### config.mk
export PLATFORM = sky130hd
export DESIGN_NAME = alu_ex_stage
export DESIGN_NICKNAME = d
export VERILOG_FILES = /design/src/rtl/alu_pkg.sv /design/src/rtl/alu_shift_seq.sv /design/src/rtl/alu_ex_stage.sv
export SDC_FILE = /design/constraint.sdc
export NUM_CORES = 1
export LEC_CHECK = 0
export BUFFER_PORTS_ARGS = -buffer_cell sky130_fd_sc_hd__buf_2
export CAP_MARGIN = 0
export CORE_MARGIN = 3
export CORE_UTILIZATION = 53
export CTS_BUF_LIST = sky130_fd_sc_hd__clkbuf_8
export CTS_CLUSTER_DIAMETER = 50
export DETAILED_ROUTE_END_ITERATION = 16
export PLACE_DENSITY = 0.71
export SYNTH_ARGS = -nofsm -noshare
export SYNTH_HDL_FRONTEND = slang
export SYNTH_SLANG_ARGS = --single-unit
### constraint.sdc
create_clock -name clk -period 7.04 [get_ports clk]
set_clock_uncertainty 0.15 [all_clocks]
set_input_delay 0.704 -clock clk [delete_from_list [all_inputs] [get_ports clk]]
set_output_delay 0.704 -clock clk [all_outputs]
set_load 0.02 [all_outputs]
### src/rtl/alu_pkg.sv
// ============================================================================
//  Module   : alu_pkg
//  Desc     : ALU control codes and execute-stage FSM encoding shared by the
//             ALU control decoder and alu_ex_stage.
//  Revision : 1.0 - initial release
// ============================================================================
`default_nettype none

package alu_pkg;

    localparam logic [3:0] ALU_AND = 4'b0000;
    localparam logic [3:0] ALU_OR  = 4'b0001;
    localparam logic [3:0] ALU_ADD = 4'b0010;
    localparam logic [3:0] ALU_SUB = 4'b0110;
    localparam logic [3:0] ALU_SLT = 4'b0111;
    localparam logic [3:0] ALU_SLL = 4'b1111;
    localparam logic [3:0] ALU_JR  = 4'b1000;

    typedef enum logic [1:0] {
        ST_IDLE  = 2'd0,
        ST_SHIFT = 2'd1,
        ST_HOLD  = 2'd2
    } alu_state_e;

endpackage

`default_nettype wire

### src/rtl/alu_shift_seq.sv
// ============================================================================
//  Module   : alu_shift_seq
//  Desc     : Iterative one-bit-per-cycle left shifter with SHIFT/HOLD
//             sequencing; only used when ALU_FAST_SHIFT_EN is undefined.
//  Revision : 1.0 - initial release
// ============================================================================
`default_nettype none

module alu_shift_seq
    import alu_pkg::*;
#(
    parameter int WIDTH = 32
) (
    input  logic             clk,
    input  logic             rst_n,
    input  logic             start_i,
    input  logic [WIDTH-1:0] operand_i,
    input  logic [4:0]       shamt_i,
    input  logic             out_free_i,
    output logic             busy_o,
    output logic             done_o,
    output logic [WIDTH-1:0] result_o
);

    alu_state_e       state_q, state_d;
    logic [WIDTH-1:0] acc_q, acc_d;
    logic [4:0]       cnt_q, cnt_d;

    always_ff @(posedge clk or negedge rst_n) begin
        if (!rst_n) begin
            state_q <= ST_IDLE;
            acc_q   <= '0;
            cnt_q   <= '0;
        end else begin
            state_q <= state_d;
            acc_q   <= acc_d;
            cnt_q   <= cnt_d;
        end
    end

    always_comb begin
        state_d  = state_q;
        acc_d    = acc_q;
        cnt_d    = cnt_q;
        done_o   = 1'b0;
        result_o = acc_q;
        case (state_q)
            ST_IDLE: begin
                if (start_i) begin
                    acc_d   = operand_i;
                    cnt_d   = shamt_i;
                    state_d = ST_SHIFT;
                end
            end
            ST_SHIFT: begin
                acc_d = acc_q << 1;
                cnt_d = cnt_q - 5'd1;
                // Final step: hand the shifted value straight out if possible,
                // otherwise park it (already shifted) in acc for HOLD.
                if (cnt_q == 5'd1) begin
                    if (out_free_i) begin
                        done_o   = 1'b1;
                        result_o = acc_q << 1;
                        state_d  = ST_IDLE;
                    end else begin
                        state_d  = ST_HOLD;
                    end
                end
            end
            ST_HOLD: begin
                if (out_free_i) begin
                    done_o  = 1'b1;
                    state_d = ST_IDLE;
                end
            end
            default: state_d = ST_IDLE;
        endcase
    end

    assign busy_o = (state_q != ST_IDLE);

endmodule

`default_nettype wire

### src/rtl/alu_ex_stage.sv
// ============================================================================
//  Module   : alu_ex_stage
//  Desc     : Execute-stage ALU with valid/ready handshake and registered
//             result. Define ALU_FAST_SHIFT_EN for a single-cycle barrel SLL.
//  Revision : 1.0 - initial release
// ============================================================================
`default_nettype none

module alu_ex_stage
    import alu_pkg::*;
#(
    parameter int WIDTH = 32
) (
    input  logic             clk,
    input  logic             rst_n,
    input  logic             in_valid,
    output logic             in_ready,
    input  logic [3:0]       alu_ctrl,
    input  logic [WIDTH-1:0] op_a,
    input  logic [WIDTH-1:0] op_b,
    input  logic [4:0]       shamt,
    output logic             out_valid,
    input  logic             out_ready,
    output logic [WIDTH-1:0] result,
    output logic             zero,
    output logic             jr,
    output logic             illegal
);

    logic             out_valid_q;
    logic [WIDTH-1:0] result_q;
    logic             zero_q, jr_q, illegal_q;

    logic             out_free;
    logic             accept;
    logic             multi_op;
    logic             seq_busy, seq_done;
    logic [WIDTH-1:0] seq_result;

    logic [WIDTH-1:0] alu_res;
    logic             alu_jr, alu_ill;
    logic [WIDTH-1:0] res_sel;
    logic             jr_sel, ill_sel, load;

    assign out_free = !out_valid_q || out_ready;
    assign in_ready = rst_n && !seq_busy && out_free;
    assign accept   = in_valid && in_ready;

`ifdef ALU_FAST_SHIFT_EN
    assign multi_op   = 1'b0;
    assign seq_busy   = 1'b0;
    assign seq_done   = 1'b0;
    assign seq_result = '0;
`else
    // A zero-length SLL is just op_b and goes through the single-cycle path.
    assign multi_op = (alu_ctrl == ALU_SLL) && (shamt != 5'd0);

    alu_shift_seq #(
        .WIDTH (WIDTH)
    ) u_shift_seq (
        .clk        (clk),
        .rst_n      (rst_n),
        .start_i    (accept && multi_op),
        .operand_i  (op_b),
        .shamt_i    (shamt),
        .out_free_i (out_free),
        .busy_o     (seq_busy),
        .done_o     (seq_done),
        .result_o   (seq_result)
    );
`endif

    always_comb begin
        alu_res = '0;
        alu_jr  = 1'b0;
        alu_ill = 1'b0;
        case (alu_ctrl)
            ALU_AND: alu_res = op_a & op_b;
            ALU_OR:  alu_res = op_a | op_b;
            ALU_ADD: alu_res = op_a + op_b;
            ALU_SUB: alu_res = op_a - op_b;
            ALU_SLT: alu_res = {{(WIDTH-1){1'b0}}, ($signed(op_a) < $signed(op_b))};
            ALU_SLL: alu_res = op_b << shamt;
            ALU_JR: begin
                alu_res = op_a;
                alu_jr  = 1'b1;
            end
            default: alu_ill = 1'b1;
        endcase
    end

    // The shifter only completes while idle-side accepts are blocked, so the
    // two load sources never collide.
    always_comb begin
        res_sel = alu_res;
        jr_sel  = alu_jr;
        ill_sel = alu_ill;
        if (seq_done) begin
            res_sel = seq_result;
            jr_sel  = 1'b0;
            ill_sel = 1'b0;
        end
    end

    assign load = (accept && !multi_op) || seq_done;

    always_ff @(posedge clk or negedge rst_n) begin
        if (!rst_n) begin
            out_valid_q <= 1'b0;
            result_q    <= '0;
            zero_q      <= 1'b0;
            jr_q        <= 1'b0;
            illegal_q   <= 1'b0;
        end else if (load) begin
            out_valid_q <= 1'b1;
            result_q    <= res_sel;
            zero_q      <= (res_sel == '0);
            jr_q        <= jr_sel;
            illegal_q   <= ill_sel;
        end else if (out_ready) begin
            out_valid_q <= 1'b0;
        end
    end

    assign out_valid = out_valid_q;
    assign result    = result_q;
    assign zero      = zero_q;
    assign jr        = jr_q;
    assign illegal   = illegal_q;

endmodule

`default_nettype wire

; ---- Word-level counts from Yosys, hierarchy flattened
; Cells that the tools add are included.
[word_totals]
ff_bits = 75
wordCells = 71
inputBits = 77
[op_classes]
n_eq_ne = 12
reduce_logical = 21
bitwise = 2
shift = 1
n_addsub = 3
magnitude_cmp = 1
mux = 23
[ops]
columns = cell, count
row1 = one-hot mux 32 bit (7 select lines), 1
row2 = 2-to-1 mux 32 bit, 5
row3 = one-hot mux 32 bit (2 select lines), 1
row4 = adder 32 bit, 1
row5 = bitwise AND 32 bit, 1
row6 = zero test 32 bit, 1
row7 = < comparator 32 bit, 1
row8 = bitwise OR 32 bit, 1
row9 = << shifter 32 x 5 -> 32 bit, 1
row10 = subtractor 32 bit, 1
row11 = one-hot mux 5 bit (2 select lines), 1
row12 = "== test 4 x 3 -> 1 bit, second input constant", 2
row13 = "== test 4 bit, second input constant", 2
row14 = 2-to-1 mux 1 bit, 8
row15 = 2-to-1 mux 2 bit, 4
row16 = OR reduction 7 bit, 1
row17 = logical AND 1 bit, 6
row18 = one-hot mux 2 bit (3 select lines), 1
row19 = nonzero test 2 bit, 3
row20 = "== test 5 x 1 -> 1 bit, second input constant", 1
row21 = 2-to-1 mux 5 bit, 1
row22 = nonzero test 5 bit, 1
row23 = "subtractor 5 x 1 -> 5 bit, second input constant", 1
row24 = "== test 4 x 1 -> 1 bit, second input constant", 1
row25 = 12 further kinds, 16

; ---- Depth between registers and ports, before layout
[depth]
ltp_word = 8
mapped_depth = 16
mapped_depth_nobuf = 16

; ---- Cells and area by module
; Synthesis repeated with hierarchy kept, for this count alone.
[unflattened]
hier_cells = 1501
area_unflattened_um2 = 11846.4
[modules_own_cells]
columns = module, cells_each, n_inst, area_per_inst_um2
row1 = alu_ex_stage, 1260, 1, 9287.7
row2 = alu_shift_seq, 241, 1, 2558.7

; ---- Worst setup path after synthesis
; Ideal clock, no wire load.
[synth_path]
path_type = input to register
start = input port op_a[0]
end = register zero_q, in the netlist zero
t_required_ns = 6.824
setup_slack_ns = 2.983
path_stages = 15
setup_ns = 0.066
arrival_ns = 3.841
path_cell_list = ha_1 > inv_1 > fa_1 > nor2b_1 > o2111ai_2 > a311o_1 > o41ai_1 > a221oi_1 > o21ai_0 > xnor2_1 > o21ai_0 > o22a_1 > nand4b_1 > nor4bb_1 > a32o_2
[synth_via]
elab_chain_cells = 4
elab_cells_between_ends = 8
cone_classes = 2 x add/sub / 1 x order compare / 2 x mux / 2 x bitwise / 1 x reduce/logical
[synth_rtl]
columns = element, line_no
row1 = start: declaration, alu_ex_stage.sv:19  ; input logic [WIDTH-1:0] op_a,
row2 = subtractor 32 bit (tied with other cells), alu_ex_stage.sv:81  ; ALU_SUB: alu_res = op_a - op_b;
row3 = one-hot mux 32 bit (7 select lines) (*), alu_ex_stage.sv:77  ; case (alu_ctrl)
row4 = 2-to-1 mux 32 bit (*), alu_ex_stage.sv:98  ; if (seq_done) begin
row5 = zero test 32 bit (*), alu_ex_stage.sv:117  ; zero_q <= (res_sel == '0);
row6 = end signal: assignment, alu_ex_stage.sv:117
row7 = end: declaration, alu_ex_stage.sv:32  ; logic zero_q, jr_q, illegal_q;
; Every way passes the cells marked *; elsewhere a longest branch is shown, timed or not.
; A chain may end at the register's enable or synchronous reset.

; ---- Worst setup path after layout
[layout_path]
start = register u_shift_seq.state_q[1]
end = register zero_q, in the netlist zero
[layout_via]
elab_chain_cells = 7
elab_cells_between_ends = 13
cone_classes = 2 x eq/ne / 3 x mux / 8 x reduce/logical
[layout_rtl]
columns = element, line_no
row1 = start: declaration, alu_shift_seq.sv:25  ; alu_state_e state_q, state_d;
row2 = start signal: assignment, alu_shift_seq.sv:35  ; state_q <= state_d;
row3 = "parallel branches: the longest is 7 deep, another holds 2-to-1 mux 32 bit", -
; Parallel ways; which one is timed is not known.

==> run metrics <==
final period demand of the worst path roughly 5.2 ns; total of endpoints with negative setup slack in the final report 0; Data arrival, critical path about 5.3 ns; post-route setup slack approximately 1.9 ns; Port Buf Inserts 113; cell area after placement 11700 um^2; utilization after layout 0.585; Antenna diodes 0; Static Leak about 5.5 nW; total clock sinks 75; Crit. Startpoint u_shift_seq.state_q[1]; Reg clk slew, reported paths roughly 0.090 ns; hold violation count in the final report 0; count of unresolved DRC violations after routing 0; Avg Cell Area, Syn 7.33 um^2; die height 150 um; Fmax just under 200 MHz; outcome finished, final reports clean; Synth Cell Area between 10000 and 15000 um^2; area fraction of the dominant cell type after synthesis 0.170; GRT Residual Overflow 0; antenna violations before repair 1; top cells by area, synth sky130_fd_sc_hd__dfrtp_1 (17%), sky130_fd_sc_hd__ha_1 (12%), sky130_fd_sc_hd__mux2i_1 (7.3%); width of the die 150 um; transition time at the pin with the least slew margin between 1 and 1.5 ns; wire length of the first global-routing pass 71400 um; largest area contributor in the synthesized netlist sky130_fd_sc_hd__dfrtp_1; total global routing track utilization 0.419; Worst setup SP type flop; kind of end point of the critical path flop; most instantiated flip-flop cell in the synthesis netlist sky130_fd_sc_hd__dfrtp_1; post-CTS setup repair buffer count 0; power density of the placed cells 223 nW/um^2; number of synthesis warnings 0; Synth Register Bits 75; via count of the first global-routing pass between 10000 and 15000; weighted congestion reported at the end of routability-driven placement about 1.1; initial detailed-routing violation count 1801; Starting Density 0.543; clock root cell sky130_fd_sc_hd__clkbuf_8; Total Routed Length between 40000 and 50000 um; count of TritonRoute iterations in the first routing pass 8; average wire per standard cell around 27 um; level count of the clock H-tree 3; layout cells sized above 1 0.125; unique cell type count in the Yosys netlist a little under 90; FILL cells between 1500 and 2000; Die Outline Area between 20000 and 25000 um^2; placement-stage worst setup slack ~1.8 ns; number of clock buffers inserted by TritonCTS 9; Hold Path Origin result[23]; placeable core region between 20000 and 25000 um^2; EDFF count, synth 0; slew margin rel. 0.224; setup total negative slack 0 ns; routed vias/inst ~7; Syn-to-layout area delta 7.73%; Final nets between 1500 and 2000; reg-to-reg critical path startpoint u_shift_seq.state_q[1]; fraction of registers with async set or reset after synthesis 1.00; Final Instance Area between 10000 and 15000 um^2; unrepaired setup endpoints after global routing false; sequential fraction of the synthesis area 0.170; Final Cycle Share 0.733; remaining antenna violation count after routing 0; max capacitance violation total 0; Cell Rows 52; peak supply drop approximately 0.13 mV; worst-skew pair later-pin latency ~0.37 ns; Post-Syn Instances between 1500 and 2000; number of ports placed on the die boundary between 100 and 150; total via count after detailed routing 12709; Bufs on Longest Clock Path 2; CTS tree built; critical path fanouts, max 24; kind of path behind the tightest hold check flop to flop; PostCTS Resize Cnt 0; number of hold buffers added after CTS 0; maximum number of pins on one net before global-route repair 77; Req. time, crit path just over 7 ns; startpoint-to-endpoint class of the critical path flop to flop; final count of pins violating max slew 0; half-perimeter wire length after placement approximately 38000 um; total nets after synthesis roughly 1700
[synthesized netlist by cell type, types with 12 or more instances]
library cell / number
sky130_fd_sc_hd__nand2b_1: 15
sky130_fd_sc_hd__a31oi_1: 22
sky130_fd_sc_hd__o211ai_1: 14
sky130_fd_sc_hd__inv_1: 111
sky130_fd_sc_hd__mux2i_1: 81
sky130_fd_sc_hd__xnor2_1: 25
sky130_fd_sc_hd__nor3_1: 39
sky130_fd_sc_hd__o22ai_1: 33
sky130_fd_sc_hd__nor2_1: 146
sky130_fd_sc_hd__o21ai_0: 96
sky130_fd_sc_hd__dfrtp_1: 75
sky130_fd_sc_hd__a221o_1: 12
sky130_fd_sc_hd__ha_1: 104
sky130_fd_sc_hd__buf_2: 19
sky130_fd_sc_hd__nand2_1: 166
sky130_fd_sc_hd__clkbuf_1: 68
sky130_fd_sc_hd__a211oi_1: 13
sky130_fd_sc_hd__a221oi_1: 28
sky130_fd_sc_hd__and3_1: 12
sky130_fd_sc_hd__nor4_1: 13
sky130_fd_sc_hd__a21oi_1: 116
sky130_fd_sc_hd__nand3_1: 39
sky130_fd_sc_hd__a21o_1: 12
[kinds of logic after synthesis]
group | count (synthesis) | share of synthesized area
and+or+nand+nor | 498 | 0.211
AOI/OAI and AO/OA | 483 | 0.294
buffers and inverters | 212 | 0.0765
adders and majority gates | 106 | 0.121
muxes | 102 | 0.102
DFF | 75 | 0.170
xor gates and xnor gates | 32 | 0.0253
[metrics by stage]
step           hold slack [ns]  instances  power (mW)
6_report                 0.317       1823        2.65
3_5_place_dp             0.304       1807        2.26
4_1_cts                  0.320       1823        2.62
2_1_floorplan            0.258       1508        1.77
5_1_grt                  0.334       1823        2.82
3_3_place_gp             0.296       1807        2.24
[power by group]
| part | switching [mW] | internal, mW |
|---|---|---|
| registers | 0.160 | 0.619 |
| logic | 1.00 | 0.518 |
| clock network | 0.177 | 0.176 |
| total | 1.34 | 1.31 |
[layout make-up]
cell class / instances / area, um^2 / area share
flip-flops and latches: 75 / 1880 / 0.158
well taps: 270 / 338 / 0.0284
clock inverters: 6 / 71.3 / 0.00599
inverters: 113 / 424 / 0.0356
clock buffers: 10 / 138 / 0.0116
multi-input cells: 1221 / 8380 / 0.704
repair buffers: 128 / 681 / 0.0571
[critical path: stages (launching register included)]
cell	delay [ns]
sky130_fd_sc_hd__dfrtp_1	0.42
sky130_fd_sc_hd__inv_1	0.09
sky130_fd_sc_hd__ha_2	0.48
sky130_fd_sc_hd__inv_1	0.24
sky130_fd_sc_hd__nor2_2	0.80
sky130_fd_sc_hd__nand2_1	0.64
sky130_fd_sc_hd__mux2i_1	0.41
sky130_fd_sc_hd__o21ai_1	0.17
sky130_fd_sc_hd__a311oi_1	0.75
sky130_fd_sc_hd__nand2_1	0.12
sky130_fd_sc_hd__o311a_1	0.43
sky130_fd_sc_hd__nor3_1	0.19
sky130_fd_sc_hd__a32o_2	0.18
[placed cells by master, fill, tap and decap left out, drive strengths merged, types with 40 or more instances in the layout]
master,synthesis,layout
inv,113,115
ha,104,104
o21ai,98,98
nor2,148,148
nand3,40,40
dfrtp,75,75
a21oi,116,116
nor3,40,40
mux2i,81,81
nand2,166,166
buf,31,128
[metal layers]
| metal | track usage | share of wire | wire [um] | vias to the layer above |
|---|---|---|---|---|
| li1 | - | - | - | 5612 |
| met5 | 0 | 0.00026 | 13 | - |
| met1 | 0.572 | 0.39 | 19400 | 5992 |
| met2 | 0.641 | 0.43 | 21100 | 925 |
| met4 | 0.177 | 0.052 | 2570 | 2 |
| met3 | 0.0867 | 0.12 | 6050 | 178 |
[path summary, 6_finish.rpt]
kind	to	slack (ns)	cells past startpoint
worst min register to register	result[23]	0.32	2
max in group asynchronous	result[19]	5.64	2
min in group asynchronous	u_shift_seq.state_q[0]	0.47	2
worst min-delay path	result[23]	0.32	2
worst max register to register	zero	1.88	12
worst max-delay path	zero	1.88	12
[registers in the layout, summed over array words and instances (netlist names)]
register,cells
out_valid,1
jr,1
u_shift_seq.state_q,2
illegal,1
u_shift_seq.acc_q,32
result,32
u_shift_seq.cnt_q,5
zero,1
(Power assumes the default switching activity.)
